`src/rtl/pe_pkg.sv`:
```
// pe_pkg: state encodings and saturation bounds shared by the pe_acc processing element.
package pe_pkg;
    typedef enum logic {ST_EMPTY = 1'b0, ST_ACCUM = 1'b1} state_t;
    localparam int BOUND_W = 66;
    typedef logic signed [BOUND_W-1:0] bound_t;
    function automatic bound_t sat_max(input int k, input logic sn);
        return sn ? (bound_t'(1) <<< (k - 1)) - bound_t'(1) : (bound_t'(1) <<< k) - bound_t'(1);
    endfunction
    function automatic bound_t sat_min(input int k, input logic sn);
        return sn ? -(bound_t'(1) <<< (k - 1)) : '0;
    endfunction
endpackage

```
`src/rtl/pe_sat.sv`:
```
// pe_sat: combinational ACC_W->K saturate/truncate with an out-of-range flag.
module pe_sat
    import pe_pkg::*;
#(
    parameter int ACC_W = 24,
    parameter int K     = 8
) (
    input  logic [ACC_W-1:0] val,
    input  logic             sn,
    input  logic             sat_en,
    output logic [K-1:0]     res,
    output logic             ovf
);
    bound_t v;
    logic hi, lo;
    always_comb begin
        v   = sn ? bound_t'($signed(val)) : bound_t'({1'b0, val});
        hi  = v > sat_max(K, sn);
        lo  = v < sat_min(K, sn);
        ovf = hi | lo;
        res = !sat_en ? val[K-1:0] : hi ? K'(sat_max(K, sn)) : lo ? K'(sat_min(K, sn)) : val[K-1:0];
    end
endmodule

```
`src/rtl/pe_acc.sv`:
```
// pe_acc: systolic PE forwarding operands east/south, multiplying, accumulating a
// tile and handing the saturated result downstream over valid/ready.
module pe_acc
    import pe_pkg::*;
#(
    parameter int N     = 8,
    parameter int K     = 8,
    parameter int ACC_W = 2*N+8
) (
    input  logic         clk,
    input  logic         rst,
    input  logic         sn,
    input  logic         sat_en,
    input  logic         in_vld,
    input  logic         in_last,
    input  logic [N-1:0] a_in,
    input  logic [N-1:0] b_in,
    output logic [N-1:0] a_out,
    output logic [N-1:0] b_out,
    output logic         vld_out,
    output logic         last_out,
    output logic [K-1:0] res_data,
    output logic         res_ovf,
    output logic         res_vld,
    input  logic         res_rdy,
    output logic         stall
);
    state_t state;
    logic [2*N-1:0] p1, a_x, b_x;
    logic p1_vld, p1_last, load, wrap, wrap_base, carry, step_wrap, sat_ovf;
    logic [ACC_W-1:0] acc, base, ext, sum;
    logic [K-1:0] sat_res;

    assign stall = res_vld & ~res_rdy & p1_vld & p1_last;
    assign load  = p1_vld & p1_last & ~stall;

    // Operands are widened per sn so one 2N x 2N multiply serves both signednesses.
    always_comb begin
        a_x          = sn ? (2*N)'($signed(a_out)) : (2*N)'(a_out);
        b_x          = sn ? (2*N)'($signed(b_out)) : (2*N)'(b_out);
        base         = state == ST_EMPTY ? '0 : acc;
        wrap_base    = state == ST_ACCUM & wrap;
        ext          = sn ? ACC_W'($signed(p1)) : ACC_W'(p1);
        {carry, sum} = {1'b0, base} + {1'b0, ext};
        step_wrap    = sn ? (base[ACC_W-1] == ext[ACC_W-1]) & (sum[ACC_W-1] != base[ACC_W-1]) : carry;
    end

    pe_sat #(.ACC_W(ACC_W), .K(K)) u_sat (
        .val(sum), .sn(sn), .sat_en(sat_en), .res(sat_res), .ovf(sat_ovf)
    );

    always_ff @(posedge clk or negedge rst) begin
        if (!rst) begin
            state    <= ST_EMPTY;
            a_out    <= '0;
            b_out    <= '0;
            vld_out  <= 1'b0;
            last_out <= 1'b0;
            p1       <= '0;
            p1_vld   <= 1'b0;
            p1_last  <= 1'b0;
            acc      <= '0;
            wrap     <= 1'b0;
            res_data <= '0;
            res_ovf  <= 1'b0;
            res_vld  <= 1'b0;
        end else begin
            if (!stall) begin
                vld_out  <= in_vld;
                last_out <= in_vld & in_last;
                p1_vld   <= vld_out;
                p1_last  <= last_out;
                if (in_vld) begin
                    a_out <= a_in;
                    b_out <= b_in;
                end
                if (vld_out) p1 <= a_x * b_x;
            end
            if (p1_vld & !stall) begin
                state <= p1_last ? ST_EMPTY : ST_ACCUM;
                acc   <= p1_last ? '0 : sum;
                wrap  <= !p1_last & (wrap_base | step_wrap);
            end
            if (load) begin
                res_data <= sat_res;
                res_ovf  <= sat_ovf | wrap_base | step_wrap;
            end
            res_vld <= load | (res_vld & !res_rdy);
        end
    end
endmodule

```
`config.mk`:
```
export PLATFORM = sky130hd
export DESIGN_NAME = pe_acc
export DESIGN_NICKNAME = d
export VERILOG_FILES = /design/src/rtl/pe_pkg.sv /design/src/rtl/pe_sat.sv /design/src/rtl/pe_acc.sv
export SDC_FILE = /design/constraint.sdc
export NUM_CORES = 1
export LEC_CHECK = 0
export ABC_CLOCK_PERIOD_IN_PS = 8600
export CORE_ASPECT_RATIO = 1.25
export CORE_MARGIN = 1.5
export CORE_UTILIZATION = 50
export DETAILED_ROUTE_END_ITERATION = 10
export HOLD_SLACK_MARGIN = 0.15
export PLACE_DENSITY = 0.8
export SYNTH_ARGS = -nofsm -noshare
export SYNTH_HDL_FRONTEND = slang
export SYNTH_SLANG_ARGS = --single-unit
```
`constraint.sdc`:
```
create_clock -name clk -period 8.6 [get_ports clk]
set_clock_uncertainty 0.05 [all_clocks]
set_input_delay 1.72 -clock clk [delete_from_list [all_inputs] [get_ports clk]]
set_output_delay 1.72 -clock clk [all_outputs]
set_load 0.01 [all_outputs]
```
# ---- After elaboration in Yosys (flattened, before gate mapping)
# Cells that the tools add are included.
dict set report totals {
  output_inout_bits 29
  elab_cells 55
  inputBits 23
  ff_bits 72
}
dict set report op_classes {
  mul 1
  add_sub_neg 1
  n_reduce_logical 5
  order_cmp 2
  bitwise_logic 18
  eq_ne 2
  n_mux 13
}
# op count
set op_table {}
lappend op_table {{66-bit 2-to-1 mux} 2}
lappend op_table {{24-bit 2-to-1 mux} 3}
lappend op_table {{66-bit by 9-bit greater-than comparator with 1-bit output} 1}
lappend op_table {{66-bit < comparator} 1}
lappend op_table {{16-bit 2-to-1 mux} 2}
lappend op_table {{8-bit 2-to-1 mux} 4}
lappend op_table {{24-bit by 24-bit adder with 25-bit output} 1}
lappend op_table {{16-bit by 16-bit multiplier with 16-bit output} 1}
lappend op_table {{1-bit bitwise AND} 11}
lappend op_table {{1-bit OR} 5}
lappend op_table {{2-bit AND reduction} 2}
lappend op_table {{1-bit zero test} 3}
lappend op_table {{1-bit 2-to-1 mux} 2}
lappend op_table {{1-bit NOT} 2}
lappend op_table {{1-bit equality test} 1}
lappend op_table {{1-bit != test} 1}

# ---- Depth between registers and ports, before layout
dict set report depth {
  depth_word 7
  depth_mapped 22
  mapped_depth_nobuf 21
}

# ---- Cells and area by module
# From an unflattened synthesis, not the netlist that was laid out.
dict set report hier_totals {
  cells_unflattened 890
  area_unflattened_um2 8373.0
}
# mod area_each_um2 cells_per_inst n_inst
set modules_own_cells {}
lappend modules_own_cells {pe_acc 7728.7 803 1}
lappend modules_own_cells {pe_sat 644.4 87 1}

# ---- Worst setup path before layout
# OpenSTA, ideal clock, no wires.
dict set report synth_path {
  path_kind {in2reg}
  startpoint {input sn}
  endpoint {register p1[14]}
  setup_slack_ns 1.819
  path_stages 18
  n_path_buf 1
  arrival_ns 6.597
  setup_time_ns 0.134
  t_required_ns 8.416
  path_cell_list {clkbuf_1 > nand3_1 > inv_1 > fa_1 > fa_1 > inv_1 > fa_1 > fa_1 > inv_1 > fa_1 > fa_1 > ha_1 > and3_1 > a21oi_1 > o21ai_0 > o41ai_1 > xor2_1 > o21ai_0}
}
dict set report synth_between {
  elab_chain_cells 2
  word_cells_on_any_way 3
}
# item line_no
set synth_lines {}
lappend synth_lines {{start: declaration} pe_acc.sv:12} ;# input logic sn,
lappend synth_lines {{16-bit 2-to-1 mux (on tied branches)} {pe_acc.sv:39, pe_acc.sv:40}}
lappend synth_lines {{16-bit by 16-bit multiplier with 16-bit output (*)} pe_acc.sv:77} ;# if (vld_out) p1 <= a_x * b_x;
lappend synth_lines {{end signal: assignment} pe_acc.sv:77}
lappend synth_lines {{end: declaration} pe_acc.sv:29} ;# logic [2*N-1:0] p1, a_x, b_x;
# Every way passes the cells marked *; elsewhere a longest branch is shown, timed or not.
# A chain may end at the register's enable or synchronous reset.

# ---- Worst setup path after layout
# Ends and elaborated chain as after synthesis.

==> results.sh <==
export IMPL_status="finished, final reports clean"
export IMPL_firstDrtPassIters=5
export IMPL_rows=52
export IMPL_crit_start="sn"
export IMPL_rsz0062_at_grt="false"
export IMPL_worstPathCellList="clkdlybuf4s50_1 -> nand3_1 -> inv_1 -> fa_1 -> fa_1 -> inv_1 -> fa_1 -> fa_1 -> inv_1 -> fa_1 -> fa_1 -> ha_1 -> and3_1 -> a21oi_1 -> o21ai_0 -> o41ai_1 -> xor2_1 -> o21ai_0"
export IMPL_cts_hold_buf=0
export IMPL_ys_warn_count=0
export IMPL_antenna_found_initial=0
export IMPL_reg2reg_slack_ns=2.73
export IMPL_pwr_share_comb_pct=73.6
export IMPL_die_area_mm2=0.0172
export IMPL_drtIter0Drc=308
export IMPL_critPathCapture="p1[14]"
export IMPL_sequentialPowerShare_pct=15.5
export IMPL_slowest_delay_ns=0.74
export IMPL_cts_tree="done"
export IMPL_grt_overflow_total=0
export IMPL_synth_cell_types=63
export IMPL_syn_area_mm2=0.00820
export IMPL_gp_congestion=0.888
export IMPL_clk_pin_slew_ns=0.06
export IMPL_setup_tns_final_ns=0
export IMPL_nFillCells=1432
export IMPL_chipWidth_um=118
export IMPL_drive_gt1_share_pct=6.88
export IMPL_drt_vias_per_instance=5.60
export IMPL_initial_core_util_pct=50.8
export IMPL_critPathSlowestCell="clkdlybuf4s50_1"
export IMPL_seqCellArea_mm2=0.00180
export IMPL_cts_repair_resized=0
export IMPL_cpMostUsedCell="fa_1"
export IMPL_clock_latency_ns=0.35
export IMPL_grt_pass1_wl_um=30200
export IMPL_syn_avg_cell_area_um2=9.53
export IMPL_crit_type="in -> reg"
export IMPL_grt_util_met1_pct=26.3
export IMPL_synth_seq_cells=72
export IMPL_vdd_ir_drop_worst_uv=178
export IMPL_multi_input_area_mm2=0.00585
export IMPL_syn_to_final_growth_pct=11.9
export IMPL_p_sw_mw=1.68
export IMPL_finalNetCount=1090
export IMPL_hp_class="reg -> reg"
export IMPL_ios=52
export IMPL_r2r_start="a_out[7]"
export IMPL_drv_cap=0
export IMPL_fin_crit_ns=7.31
export IMPL_root_buffer="clkbuf_16"
export IMPL_cts_sinks=72
export IMPL_rr_endpoint="p1[14]"
export IMPL_vias=6260
export IMPL_intPower_mw=1.87
export IMPL_antennaDiodeCount=0
export IMPL_synth_seq_area_share_pct=22.0
export IMPL_die_height_um=146
export IMPL_async_flop_share_pct=100
export IMPL_cts_htree_levels=3
export IMPL_cts_max_path_buffers=2
export IMPL_ant_nets=0
export IMPL_finalCritPeriodShare_pct=85.0
export IMPL_synth_ff_type="dfrtp_1"
export IMPL_io_buffers=51
export IMPL_p_per_area_mw_per_mm2=387
export IMPL_fmax_ghz=0.137
export IMPL_leakage_nw=4.48
export IMPL_worst_ep_required_time_ns=8.75
export IMPL_cts_made_buffers=9
export IMPL_wl_per_cell_um=15.7
export IMPL_use_met3_pct=4.80
export IMPL_final_util_pct=56.9
export IMPL_grt_pass1_vias=6395
export IMPL_swShare_pct=47.3
export IMPL_cts_setup_buffers=0
export IMPL_syn_nets=1055
export IMPL_track_usage_pct=21.5
export IMPL_slew_viol_final=0
export IMPL_clkPwrFrac_pct=10.9
export IMPL_cp_start_kind="input port"
export IMPL_path_max_fanout=12
export IMPL_finalHoldViolations=0
export IMPL_gr_usage_met2_pct=38.3
export IMPL_endpoint_kind="flip-flop"
export IMPL_setup_viol=0
export IMPL_grt_busiest_layer="met2"
export IMPL_grt_max_degree=73
export IMPL_hpwl_um=13500
export IMPL_synth_edf_count=0
export IMPL_max_slew_worst_pin_slew_ns=1.13
export IMPL_cp_data_arrival_time_ns=7.45
export IMPL_routed_wl_um=17500
export IMPL_drc_errors=0
export IMPL_postSynthCellCount=861
export IMPL_reg2reg_depth=17
export IMPL_core_mm2=0.0161
export IMPL_maxSlewHeadroom_pct=24.7
## worst min path at each step
stage                      start  endpoint  slack, ns  cells past startpoint
after floorplan           acc[0]    acc[0]       0.38                      2
after global placement    acc[2]    acc[2]       0.39                      2
after detailed placement  acc[0]    acc[0]       0.40                      2
after global routing      acc[1]    acc[1]       0.44                      2
after CTS                 acc[0]    acc[0]       0.42                      2
final                     acc[0]    acc[0]       0.42                      2
## power by group through the flow
stage / clock network [mW] / registers, mW / logic (mW)
after floorplan: 0 / 0.527 / 2.09
after global placement: 0 / 0.551 / 2.52
after detailed placement: 0 / 0.554 / 2.61
after CTS: 0.392 / 0.550 / 2.64
after global routing: 0.404 / 0.568 / 3.00
final: 0.388 / 0.551 / 2.61
## per-layer routing
metal / vias up / share of wire, %
met4: 0 / 1.5
met1: 3102 / 43
met5: - / 0
met2: 147 / 51
li1: 2988 / -
met3: 23 / 4.6
## flip-flops by register name, summed over array words and instances, names as in the netlist
register / flops
b_out: 8
acc: 24
res_ovf: 1
state: 1
last_out: 1
wrap: 1
p1_last: 1
p1_vld: 1
res_vld: 1
a_out: 8
vld_out: 1
p1: 16
res_data: 8
## stage by stage
step           total power [mW]  setup WS (ns)  std cells  hold slack [ns]  instance area (um^2)
4_1_cts                    3.58           1.25       1117            0.417                  9180
6_report                   3.55           1.29       1117            0.418                  9180
2_1_floorplan              2.62           1.82        861            0.381                  8200
3_5_place_dp               3.17          0.902       1101            0.404                  8880
5_1_grt                    3.98          0.968       1117            0.436                  9180
3_3_place_gp               3.07           1.08       1101            0.392                  8880
## placed cells by master, fill, tap and decap left out, drive strengths merged, types with 15 or more instances in the layout
master	synthesis	final
ha	93	93
dfrtp	72	72
mux2	20	20
a22o	20	20
nand3	18	18
nor2	25	25
and3	15	15
fa	78	78
clkdlybuf4s50	0	50
xnor2	37	37
o21ai	39	39
inv	116	117
nand2	76	76
and2	65	65
a21oi	31	31
## cells in the mapped netlist (all sizes together), types with 7 or more instances
library cell | n | area [um^2]
inv | 116 | 435
ha | 93 | 1160
fa | 78 | 1560
nand2 | 76 | 285
dfrtp | 72 | 1800
and2 | 65 | 407
o21ai | 39 | 195
xnor2 | 37 | 324
a21oi | 31 | 163
clkbuf | 25 | 93.8
nor2 | 25 | 93.8
a22o | 20 | 176
mux2 | 20 | 225
nand3 | 18 | 95.1
and3 | 15 | 93.8
a21o | 12 | 90.1
a211oi | 11 | 108
xor2 | 10 | 87.6
a221o | 7 | 70.1
nand2b | 7 | 43.8
nor3 | 7 | 35.0
o41ai | 7 | 68.8
## logic make-up (layout without fill, tap and decap cells)
family	Yosys count	in the layout	share of synthesized area (%)
adder cells (fa/ha/maj)	171	171	33.2
XOR/XNOR	47	47	5.02
buffers and inverters	144	184	6.71
multiplexers	21	21	2.87
AND/OR/NAND/NOR	240	240	15.6
flip-flops	72	72	22.0
AO/OA/AOI/OAI	166	166	14.7
## layout make-up
cell class / count / area share, %
clock buffer: 10 / 2.60
clock inverter: 6 / 0.722
inverter: 116 / 4.74
multi-input combinational: 645 / 63.8
sequential: 72 / 19.6
tap: 216 / 2.94
timing repair buffer: 52 / 5.61
## worst max-delay path, delay by kind of cell
| family | cells | cell delay (ns) |
|---|---|---|
| buffers and inverters | 4 | 0.99 |
| xor gates and xnor gates | 1 | 0.17 |
| and+or+nand+nor | 2 | 0.46 |
| adders and majority gates | 7 | 3.49 |
| AOI/OAI and AO/OA | 4 | 0.62 |
No activity file was read; power rests on OpenSTA's default activity.
